<file path="src/rtl/bms_float_pkg.sv">
// Shared float constants, encoder state enum and a magnitude helper used on
// both sides of the 32-bit float interface between encoder and comparators.
package bms_float_pkg;

    localparam int FLOAT_BIAS   = 127;
    localparam int FLOAT_MANT_W = 23;
    localparam int FLOAT_EXP_W  = 8;

    // 85.125 degrees C as IEEE-754 single, matched against encoder output.
    localparam logic [31:0] TEMP_LIMIT_F32 = 32'h42AA4000;

    typedef enum logic [1:0] {
        ST_IDLE  = 2'd0,
        ST_NORM  = 2'd1,
        ST_ROUND = 2'd2,
        ST_OUT   = 2'd3
    } enc_state_t;

    // Two's-complement magnitude; 0x80000000 maps onto itself as unsigned 2^31.
    function automatic logic [31:0] abs32(input logic [31:0] value);
        logic [31:0] result;
        if (value[31]) begin
            result = ~value + 32'd1;
        end else begin
            result = value;
        end
        return result;
    endfunction

endpackage

</file>
<file path="src/rtl/float_round_pack.sv">
// Packs a normalized magnitude into an IEEE-754 single word.
// ROUND_NEAREST_EN selects round-to-nearest-even; otherwise the mantissa is truncated.
module float_round_pack
    import bms_float_pkg::*;
#(
    parameter int FRAC_BITS = 16
) (
    input  logic        sign,
    input  logic [31:0] mag,
    input  logic [4:0]  shift,
    output logic [31:0] word
);

    localparam logic signed [8:0] EXP_BASE = 9'(FLOAT_BIAS + 31 - FRAC_BITS);

    logic signed [8:0]         exp_raw_s;
    logic [FLOAT_EXP_W-1:0]    exp_s;
    logic [FLOAT_MANT_W-1:0]   mant_s;
    logic                      unused_s;

`ifdef ROUND_NEAREST_EN
    logic        guard_s;
    logic        sticky_s;
    logic        round_up_s;
    logic [23:0] mant_inc_s;

    // Round to nearest even; a carry out of the mantissa bumps the exponent.
    always_comb begin
        exp_raw_s  = EXP_BASE - $signed({4'b0000, shift});
        guard_s    = mag[7];
        sticky_s   = |mag[6:0];
        round_up_s = guard_s && (sticky_s || mag[8]);
        mant_inc_s = {1'b0, mag[30:8]} + {23'd0, round_up_s};
        if (mant_inc_s[23]) begin
            mant_s = 23'd0;
            exp_s  = exp_raw_s[7:0] + 8'd1;
        end else begin
            mant_s = mant_inc_s[22:0];
            exp_s  = exp_raw_s[7:0];
        end
        word = {sign, exp_s, mant_s};
    end

    assign unused_s = &{1'b0, mag[31], exp_raw_s[8]};
`else
    // Truncation: the bits below the mantissa are simply dropped.
    always_comb begin
        exp_raw_s = EXP_BASE - $signed({4'b0000, shift});
        mant_s    = mag[30:8];
        exp_s     = exp_raw_s[7:0];
        word      = {sign, exp_s, mant_s};
    end

    assign unused_s = &{1'b0, mag[31], mag[7:0], exp_raw_s[8]};
`endif

endmodule

</file>
<file path="src/rtl/fixed_to_float_encoder.sv">
// Signed Q(31-FRAC_BITS).FRAC_BITS to IEEE-754 single converter, one
// normalization bit per cycle. Rounding mode selected by ROUND_NEAREST_EN.
module fixed_to_float_encoder
    import bms_float_pkg::*;
#(
    parameter int FRAC_BITS = 16
) (
    input  logic        clk,
    input  logic        rst,
    input  logic [31:0] in_data,
    input  logic        in_valid,
    output logic        in_ready,
    output logic [31:0] out_data,
    output logic        out_valid,
    input  logic        out_ready
);

    enc_state_t  state_r;
    logic        sign_r;
    logic [31:0] mag_r;
    logic [4:0]  shift_r;
    logic [31:0] in_mag_s;
    logic [31:0] packed_s;

    assign in_mag_s = abs32(in_data);

    float_round_pack #(
        .FRAC_BITS (FRAC_BITS)
    ) u_round_pack (
        .sign  (sign_r),
        .mag   (mag_r),
        .shift (shift_r),
        .word  (packed_s)
    );

    // Handshake and normalization FSM; all outputs are registered here.
    always_ff @(posedge clk or posedge rst) begin
        if (rst) begin
            state_r   <= ST_IDLE;
            sign_r    <= 1'b0;
            mag_r     <= 32'd0;
            shift_r   <= 5'd0;
            out_data  <= 32'd0;
            out_valid <= 1'b0;
            in_ready  <= 1'b0;
        end else begin
            case (state_r)
                ST_IDLE: begin
                    in_ready <= 1'b1;
                    if (in_valid && in_ready) begin
                        in_ready <= 1'b0;
                        sign_r   <= in_data[31];
                        mag_r    <= in_mag_s;
                        shift_r  <= 5'd0;
                        if (in_mag_s == 32'd0) begin
                            out_data <= 32'd0;
                            state_r  <= ST_OUT;
                        end else begin
                            state_r  <= ST_NORM;
                        end
                    end
                end
                ST_NORM: begin
                    if (mag_r[31]) begin
                        state_r <= ST_ROUND;
                    end else begin
                        mag_r   <= {mag_r[30:0], 1'b0};
                        shift_r <= shift_r + 5'd1;
                    end
                end
                ST_ROUND: begin
                    out_data  <= packed_s;
                    out_valid <= 1'b1;
                    state_r   <= ST_OUT;
                end
                ST_OUT: begin
                    // The zero shortcut enters OUT one cycle early, so valid rises here.
                    if (!out_valid) begin
                        out_valid <= 1'b1;
                    end else if (out_ready) begin
                        out_valid <= 1'b0;
                        in_ready  <= 1'b1;
                        state_r   <= ST_IDLE;
                    end else begin
                        out_valid <= 1'b1;
                    end
                end
                default: begin
                    state_r   <= ST_IDLE;
                    out_valid <= 1'b0;
                    in_ready  <= 1'b0;
                end
            endcase
        end
    end

endmodule
</file>
<file path="config.mk">
export PLATFORM = sky130hd
export DESIGN_NAME = fixed_to_float_encoder
export DESIGN_NICKNAME = d
export VERILOG_FILES = /design/src/rtl/bms_float_pkg.sv /design/src/rtl/float_round_pack.sv /design/src/rtl/fixed_to_float_encoder.sv
export SDC_FILE = /design/constraint.sdc
export NUM_CORES = 1
export LEC_CHECK = 0
export BUFFER_PORTS_ARGS = -buffer_cell sky130_fd_sc_hd__clkbuf_2
export CAP_MARGIN = 20
export CORE_MARGIN = 2
export CORE_UTILIZATION = 41
export DETAILED_ROUTE_END_ITERATION = 10
export PLACE_DENSITY = 0.71
export SYNTH_ARGS = -nofsm -noshare
export SYNTH_HDL_FRONTEND = slang
export SYNTH_SLANG_ARGS = --single-unit
</file>
<file path="constraint.sdc">
create_clock -name clk -period 3.5 [get_ports clk]
set_input_delay 0.525 -clock clk [delete_from_list [all_inputs] [get_ports clk]]
set_output_delay 0.525 -clock clk [all_outputs]
set_load 0.05 [all_outputs]
</file>
### After elaboration in Yosys (flattened, before gate mapping)

Index checks and enable logic that the tools add are counted.

* register bits: 74
* bits of input ports: 36
* word-level logic and storage cells: 57
* output and inout port bits: 34

* muxes and demuxes: 23
* reduce and logical (&&, ||, !) cells: 13
* eq/ne operators: 9
* add/sub/neg operators: 3
* bitwise gates (word level): 1

Operators by type and width (number)
* 32-bit 2-to-1 mux: 5
* 32-bit one-hot mux with 2 select lines: 2
* 32-bit by 1-bit adder with 32-bit output, second input constant: 1
* 32-bit zero test: 1
* 32-bit inverter: 1
* 2-bit != test, second input constant: 6
* 2-bit 2-to-1 mux: 5
* 5-bit 2-to-1 mux: 2
* 5-bit one-hot mux with 2 select lines: 1
* 3-bit AND reduction: 3
* 2-bit one-hot mux with 4 select lines: 1
* 2-bit nonzero test: 4
* 8-bit by 5-bit subtractor with 8-bit output, first input constant: 1
* 5-bit by 1-bit adder with 5-bit output, second input constant: 1
* 1-bit 2-to-1 mux: 5
* 2-bit equality test, second input constant: 2
* 1-bit one-hot mux with 2 select lines: 2
* 2-bit AND reduction: 2
* 4-bit AND reduction: 1
* 2-bit by 1-bit equality test with 1-bit output, second input constant: 1
* 2-bit zero test: 1
* 1-bit logical AND: 1

### Depth between registers and ports, before layout

Gate-level depths: netlist of run 1.

* word-level depth: 7
* mapped depth: 12
* mapped depth without buffers: 10

### Hierarchy

From an unflattened synthesis of run 1, not the netlist that was laid out.

* cell total of the unflattened synthesis: 508
* area total of the unflattened synthesis: 4687.0 µm²

Modules (own cells, without submodules)
* fixed_to_float_encoder: seq. area each 1851.8 µm², area an instance 4421.7 µm², times used 1, cells each 473
* float_round_pack: seq. area each 0.0 µm², area an instance 265.3 µm², times used 1, cells each 35

### Least setup slack after synthesis of run 1

No wires, ideal clock.

* path kind: input -> register
* start point: input port in_data[2]
* end point: register out_data[22]
* buffers on the path: 3
* library setup time: 0.101 ns
* arrival time: 3.611 ns
* data required time: 3.399 ns
* cell stages on the path: 11
* slack: -0.212 ns
* cells stage by stage: or4_1 -> buf_2 -> or4b_4 -> buf_6 -> or4_4 -> xnor2_2 -> a32oi_1 -> or4_4 -> o21a_4 -> buf_6 -> o32ai_1

* longest elaborated chain between the ends: 6

Ends and longest elaborated chain
* from (decl): line fixed_to_float_encoder.sv:10 `input logic [31:0] in_data,`
* 32-bit inverter: line bms_float_pkg.sv:23 `result = ~value + 32'd1;`
* 32-bit by 1-bit adder with 32-bit output: line bms_float_pkg.sv:23
* 32-bit 2-to-1 mux (*): line bms_float_pkg.sv:22 `if (value[31]) begin`
* 32-bit zero test (*): line fixed_to_float_encoder.sv:55 `if (in_mag_s == 32'd0) begin`
* 2-bit != test (no source line) (*)
* 3-bit AND reduction (no source line) (*)
* to (signal assigned): line fixed_to_float_encoder.sv:72 `out_data <= packed_s;`
* to (decl): line fixed_to_float_encoder.sv:13 `output logic [31:0] out_data,`

Every way passes the cells marked *; elsewhere a longest branch is shown, timed or not.
A chain may end at the register's enable or synchronous reset.

### Worst setup path after layout of run 1

* start point: input port in_data[12]
* end point: register out_data[22]

Same word-level chain as after synthesis.

==> results_dict.tcl, run 1 <==
set metrics [dict create \
    ys_async_sr_fraction 1.00 \
    use_met2 0.330 \
    die_h_um 108 \
    worst_slew_pin_slew_ns 0.911 \
    p_sw_mw 2.22 \
    fin_cells 759 \
    ir_worst_vdd_mv 0.454 \
    slowest_delay_ns 0.58 \
    synth.distinct_cells 57 \
    tns_ns 0 \
    switching_share 0.481 \
    start_util 0.424 \
    mostFrequentLayoutCell "o21ai_0" \
    io_buffers 69 \
    cp-end-kind "flop" \
    first_pass_iters 5 \
    p_seq_frac 0.325 \
    cp.arrival_ns 3.61 \
    slew_headroom 0.393 \
    crit_fanout 33 \
    post-route-period-util 0.973 \
    cts_made_buffers 9 \
    rsz0062_at_grt "false" \
    num_rows 37 \
    dp.final_hpwl_um 8510 \
    wl_per_cell_um 15.4 \
    cts_sinks 74 \
    grt_pass1_wl_um 19600 \
    use_met3 0.0321 \
    setup_viol 0 \
    via_per_inst 5.68 \
    synth_cells 525 \
    max_freq_ghz 0.294 \
    syn_area_um2 4420 \
    cts_htree_levels 3 \
    skew_ns 0.0100 \
    clock_latency_ns 0.35 \
    antenna_cells 0 \
    pwr-share-clk 0.160 \
    grt_pass1_vias 4050 \
    postCtsSetupRepairBufs 0 \
    cpLargestDelayFamily "simple AND/OR/NAND/NOR gates" \
    outcome "finished clean" \
    hp-start "out_ready" \
    layout-drive-gt1-share 0.244 \
    drt-total-wl_um 11700 \
    place_ws_ns -0.262 \
    layout_setup_ws_ns 0.0945 \
    finalInstanceArea_um2 5450 \
    busiest_layer "met2" \
    synth_fp_nets 567 \
    ys_seq_area_frac 0.419 \
    area_growth_pct 23.4 \
    synth_area_leader_cell "dfrtp_1" \
    ant_nets 0 \
    die_area_um2 11600 \
    cp-startpoint "in_data[12]" \
    layout_common_cells "o21ai_0 (80), nand2_1 (75), dfrtp_1 (74), clkbuf_2 (69), buf_4 (53)" \
    critPathBufInv 2 \
    vias 4308 \
    cts.path.max_buffers 2 \
    synth_area_leaders "dfrtp_1 (42%), o21ai_0 (9.1%), nand2_1 (6.4%)" \
    clock-root-buffer "clkbuf_8" \
    p_per_area_nw_per_um2 845 \
    drt_iter0_drc 246 \
    use_met1 0.300 \
    synth_edf_count 0 \
    yosysTopAreaCellShare 0.419 \
    cts_tree "done" \
    nNetsFinal 661 \
    drv_cap 0 \
    n_fill_cell 990 \
    fp.dieW_um 108 \
    post_cts_resize_count 0 \
    whs_ns 0.395 \
    syn_avg_cell_area_um2 8.42 \
    start_kind "input pin" \
    antenna_found_initial 0 \
    gr-total-overflow 0 \
    cp_data_required_time_ns 3.71 \
    hold_viol_final 0 \
    yosys_warnings 0 \
    slew_violations 0 \
    fin_crit_ns 3.41 \
    critical_path_class "input pin to flop" \
    clkTransAtPathRegs_ns 0.08 \
    yosys_register_bits 74 \
    place.gp.congestion 0.893 \
    p_int_mw 2.39 \
    fp.coreArea_um2 10400 \
    r2r_start "state_r[0]" \
    ys.flop_type "dfrtp_1" \
    dpl.cell_count 743 \
    crit_top_cell "or4_1" \
    hp-class "input pin to flop" \
    power_mw 4.61 \
    placed_cell_area_um2 5210 \
    grt_max_degree 75 \
    post-route-drc-count 0 \
    holdBufCountCts 0 \
    cp_slowest_cell "or4b_4" \
    boundaryPins 70 \
    p_leak_nw 2.38 \
    final_util 0.523 \
    path_cells "clkbuf_2 -> or4_1 -> or4b_4 -> o31ai_1 -> xor2_1 -> nand4_1 -> or4_1 -> buf_4 -> o21ai_0 -> o32ai_1" \
    combPwrFrac 0.516 \
    grt_usage 0.208 \
]
-- cell usage after synthesis, types with 5 or more instances --
cell type and n:
o41ai_1 6, o31ai_1 11, nand4_1 6, inv_1 11, o21ai_0 80, xor2_1 23, dfrtp_1 74, a31oi_1 24
nand3_1 7, xnor2_1 9, o22ai_1 30, or3_1 8, ha_1 6, clkbuf_1 38, nor2_1 34, nand2_1 75
nor4_1 5, nor3_1 10, a21oi_1 9
-- logic make-up after synthesis --
family	share of synthesized area
xor gates and xnor gates	0.0671
AOI/OAI and AO/OA	0.259
adders and majority gates	0.0170
buffers and inverters	0.0496
and+or+nand+nor	0.181
muxes	0.00708
DFF	0.419
-- path summary, 6_finish.rpt --
path,slack (ns),cells after the start,endpoint
worst min register to register,0.49,2,mag_r[7]
worst max-delay path,0.09,10,out_data[22]
worst min-delay path,0.39,2,out_valid
worst max register to register,0.65,9,out_data[22]
min in group asynchronous,0.43,3,out_data[23]
max in group asynchronous,2.48,3,mag_r[7]
-- power by group through the flow --
stage,clock (mW),sequential (mW),combinational (mW)
global route,0.780,1.55,2.61
finish,0.736,1.50,2.37
floorplan,0,1.98,1.22
detailed placement,0,1.51,2.33
global placement,0,1.50,2.27
CTS,0.742,1.50,2.33
-- state kept, by name, indices dropped and copies added, names as in the netlist --
name / flops
out_valid: 1
state_r: 2
out_data: 32
in_ready: 1
shift_r: 5
sign_r: 1
mag_r: 32
-- final cells by class --
cell class | count | area (um^2) | area share
clock inverters | 4 | 76.3 | 0.0140
well taps | 136 | 170 | 0.0312
inverters | 12 | 45.0 | 0.00826
repair buffers | 125 | 811 | 0.149
clock buffers | 11 | 141 | 0.0259
flip-flops and latches | 74 | 1850 | 0.340
multi-input cells | 397 | 2360 | 0.432
-- routing by layer --
metal / wire length [um] / vias to the layer above
met3: 748 / 9
met4: 96 / 0
met2: 5430 / 152
met1: 5390 / 2036
li1: - / 2111
met5: 0 / -
-- worst register-to-register path, delay by kind of cell (launching register included) --
kind	cells	cell delay, ns
and+or+nand+nor	4	1.21
adders and majority gates	1	0.43
DFF	1	0.42
AOI/OAI and AO/OA	2	0.37
buffers and inverters	2	0.29
No activity file was read; power rests on OpenSTA's default activity.
==> run 2: changes to the inputs <==
--- a/config.mk
+++ b/config.mk
@@ -5,12 +5,13 @@
 export SDC_FILE = /design/constraint.sdc
 export NUM_CORES = 1
 export LEC_CHECK = 0
+export ABC_AREA = 1
 export BUFFER_PORTS_ARGS = -buffer_cell sky130_fd_sc_hd__clkbuf_2
 export CAP_MARGIN = 20
 export CORE_MARGIN = 2
-export CORE_UTILIZATION = 41
+export CORE_UTILIZATION = 45
 export DETAILED_ROUTE_END_ITERATION = 10
-export PLACE_DENSITY = 0.71
+export PLACE_DENSITY = 0.75
 export SYNTH_ARGS = -nofsm -noshare
 export SYNTH_HDL_FRONTEND = slang
 export SYNTH_SLANG_ARGS = --single-unit
==> run 2 against run 1 <==
  * Die area decreased by 3.8%
  * Power decreased by 13%
  * Register-to-register slack improved by 0.47 ns
  * Sequential power decreased by 3%
  * Synthesized cell count increased by 30%
  * Sequential share of layout area increased by 1.1 points
  * Utilization decreased by 0.44 points
  * Wire length decreased by 2.8%
  * Clock power decreased by 19%
  * Critical endpoint is now out_data[31]
  * Largest power group unchanged
==> results_dict.tcl, run 2 <==
set metrics [dict create \
    cp-end-kind "flop" \
    ys.flop_type "dfrtp_1" \
    hp-class "input pin to asynchronous set/reset pin" \
    power_mw 4.03 \
    first_pass_iters 5 \
    synth.distinct_cells 31 \
    placed_cell_area_um2 5100 \
    start_util 0.457 \
    ys_async_sr_fraction 1.00 \
    yosys_register_bits 74 \
    cts.path.max_buffers 2 \
    finalInstanceArea_um2 5290 \
    synth_compound_area_frac 0.116 \
    cts_sinks 74 \
    crit_top_cell "nand2_1" \
    place_ws_ns 0.716 \
    clock_latency_ns 0.35 \
    syn_area_um2 4660 \
    ant_nets 0 \
    antenna_cells 0 \
    clkTransAtPathRegs_ns 0.07 \
    die_area_um2 11200 \
    num_rows 37 \
    hold_viol_final 0 \
    reg.largest.list "mag_r x32, out_data x32, shift_r x5" \
    wl_per_cell_um 12.8 \
    io_buffers 69 \
    grt_usage 0.214 \
    slew_headroom 0.557 \
    tns_ns 0 \
    synth_top_family_by_area "simple AND/OR/NAND/NOR gates" \
    fp.coreArea_um2 10200 \
    slowest_delay_ns 0.29 \
    start_kind "input pin" \
    synthMuxAreaShare 0 \
    cp_slowest_cell "buf_4" \
    synthTopCellsByCount "nand2_1 (246), dfrtp_1 (74), nand3_1 (67), inv_1 (66), nor2_1 (66)" \
    via_per_inst 5.10 \
    die_h_um 106 \
    drv_cap 0 \
    drt_iter0_drc 292 \
    boundaryPins 70 \
    grt_pass1_wl_um 19500 \
    yosys_warnings 0 \
    p_per_area_nw_per_um2 762 \
    place.gp.congestion 0.881 \
    outcome "finished clean" \
    ir_worst_vdd_mv 0.348 \
    area_growth_pct 13.5 \
    worst_slew_pin_slew_ns 0.663 \
    holdBufCountCts 0 \
    synth.most_common_cell "nand2_1" \
    ys_seq_area_frac 0.397 \
    drt-total-wl_um 11300 \
    skew_ns 0.0104 \
    post-route-drc-count 0 \
    cts_tree "done" \
    fp.dieW_um 106 \
    critPathBufInv 3 \
    crit_fanout 25 \
    critical_path_class "input pin to flop" \
    postCtsSetupRepairBufs 0 \
    dp.final_hpwl_um 8910 \
    final_util 0.519 \
    clock-root-buffer "clkbuf_8" \
    layout-drive-gt1-share 0.155 \
    grt_pass1_vias 4098 \
    cpLargestDelayFamily "simple AND/OR/NAND/NOR gates" \
    yosysTopAreaCellShare 0.397 \
    cts_htree_levels 3 \
    gr-total-overflow 0 \
    synth_area_leader_cell "dfrtp_1" \
    r2r_slack_ns 1.12 \
    synth_cells 682 \
    setup_viol 0 \
    nNetsFinal 784 \
    p_leak_nw 2.96 \
    slew_violations 0 \
    path_cells "clkbuf_2 -> inv_1 -> ha_1 -> nand2_2 -> nor2_2 -> nand2_1 -> nand2_2 -> nand2_1 -> nand2_1 -> nand2_1 -> nor2_1 -> nand2_1 -> nor2_2 -> nand4_4 -> buf_4 -> nand3_1 -> nand2_1" \
    synth_fp_nets 724 \
    layout_common_cells "nand2_1 (246), dfrtp_1 (74), clkbuf_2 (69), nand3_1 (67), nor2_1 (66)" \
    synth_area_leaders "dfrtp_1 (40%), nand2_1 (20%), nand3_1 (7.2%)" \
    cp.arrival_ns 2.66 \
    layout_setup_ws_ns 1.08 \
    n_fill_cell 1043 \
    vias 4506 \
    synth_xor_xnor_area_share 0.0132 \
    mostFrequentLayoutCell "nand2_1" \
    post_cts_resize_count 0 \
    max_freq_ghz 0.413 \
    syn_avg_cell_area_um2 6.83 \
    synth-simple-area-share 0.371 \
    post-route-period-util 0.691 \
    rsz0062_at_grt "false" \
    synth_edf_count 0 \
    synth_adder_area_share 0.0161 \
    grt_max_degree 49 \
    cp_data_required_time_ns 3.74 \
    antenna_found_initial 0 \
    fin_crit_ns 2.42 \
    cts_made_buffers 9 \
]
run 2: changes by cell type after synthesis, sizes merged, moves of 19 or more:
cell    delta
a31oi     -24
clkbuf    -20
inv       +59
nand2    +174
nand3     +61
nor2      +42
o21ai     -48
o22ai     -27
xor2      -19
run 2: layout make-up:
cell class                      instances  area (um^2)  area share
Multi-Input combinational cell        509         2410       0.455
Sequential cell                        74         1850       0.350
Inverter                               70          263      0.0497
Tap cell                              136          170      0.0322
Clock inverter                          4         26.3     0.00497
Clock buffer                           12          155      0.0293
Timing Repair Buffer                   78          413      0.0781
run 2: routing by layer:
| layer | GRT usage | share of wire | vias up |
|---|---|---|---|
| met5 | 0 | 0 | - |
| met4 | 0.0658 | 0.014 | 0 |
| met3 | 0.0284 | 0.049 | 10 |
| met2 | 0.322 | 0.44 | 126 |
| met1 | 0.321 | 0.50 | 2066 |
| li1 | - | - | 2304 |
run 2: worst paths after layout:
kind                            start      endpoint  depth (start not counted)
hold / removal                    rst    shift_r[0]                          3
setup / recovery           in_data[1]  out_data[31]                         17
setup reg to reg           state_r[1]     mag_r[25]                          8
min in group clk             mag_r[2]      mag_r[2]                          2
max in group asynchronous         rst     mag_r[25]                          3
hold reg to reg              mag_r[2]      mag_r[2]                          2
run 2: power breakdown:
| group | switching, mW | internal, mW | total (mW) |
|---|---|---|---|
| Clock | 0.304 | 0.295 | 0.599 |
| Sequential | 0.247 | 1.21 | 1.45 |
| Combinational | 1.36 | 0.611 | 1.97 |
run 2: kinds of logic after synthesis:
logic type | after synthesis
compound gates | 87
xor+xnor | 7
fa+ha+maj | 6
buf+inv | 99
flops | 74
simple gates | 409
run 2: stage by stage:
stage | std cells | hold WS [ns]
6_report | 883 | 0.213
5_1_grt | 883 | 0.238
3_5_place_dp | 867 | 0.465
3_3_place_gp | 867 | 0.470
4_1_cts | 883 | 0.211
2_1_floorplan | 682 | 0.449
run 2: worst register-to-register path, delay by kind of cell, from the launching register on:
kind	cells	cell delay (ns)
AOI/OAI and AO/OA	2	0.34
adders and majority gates	1	0.29
buffers and inverters	4	0.80
DFF	1	0.40
and+or+nand+nor	1	0.45
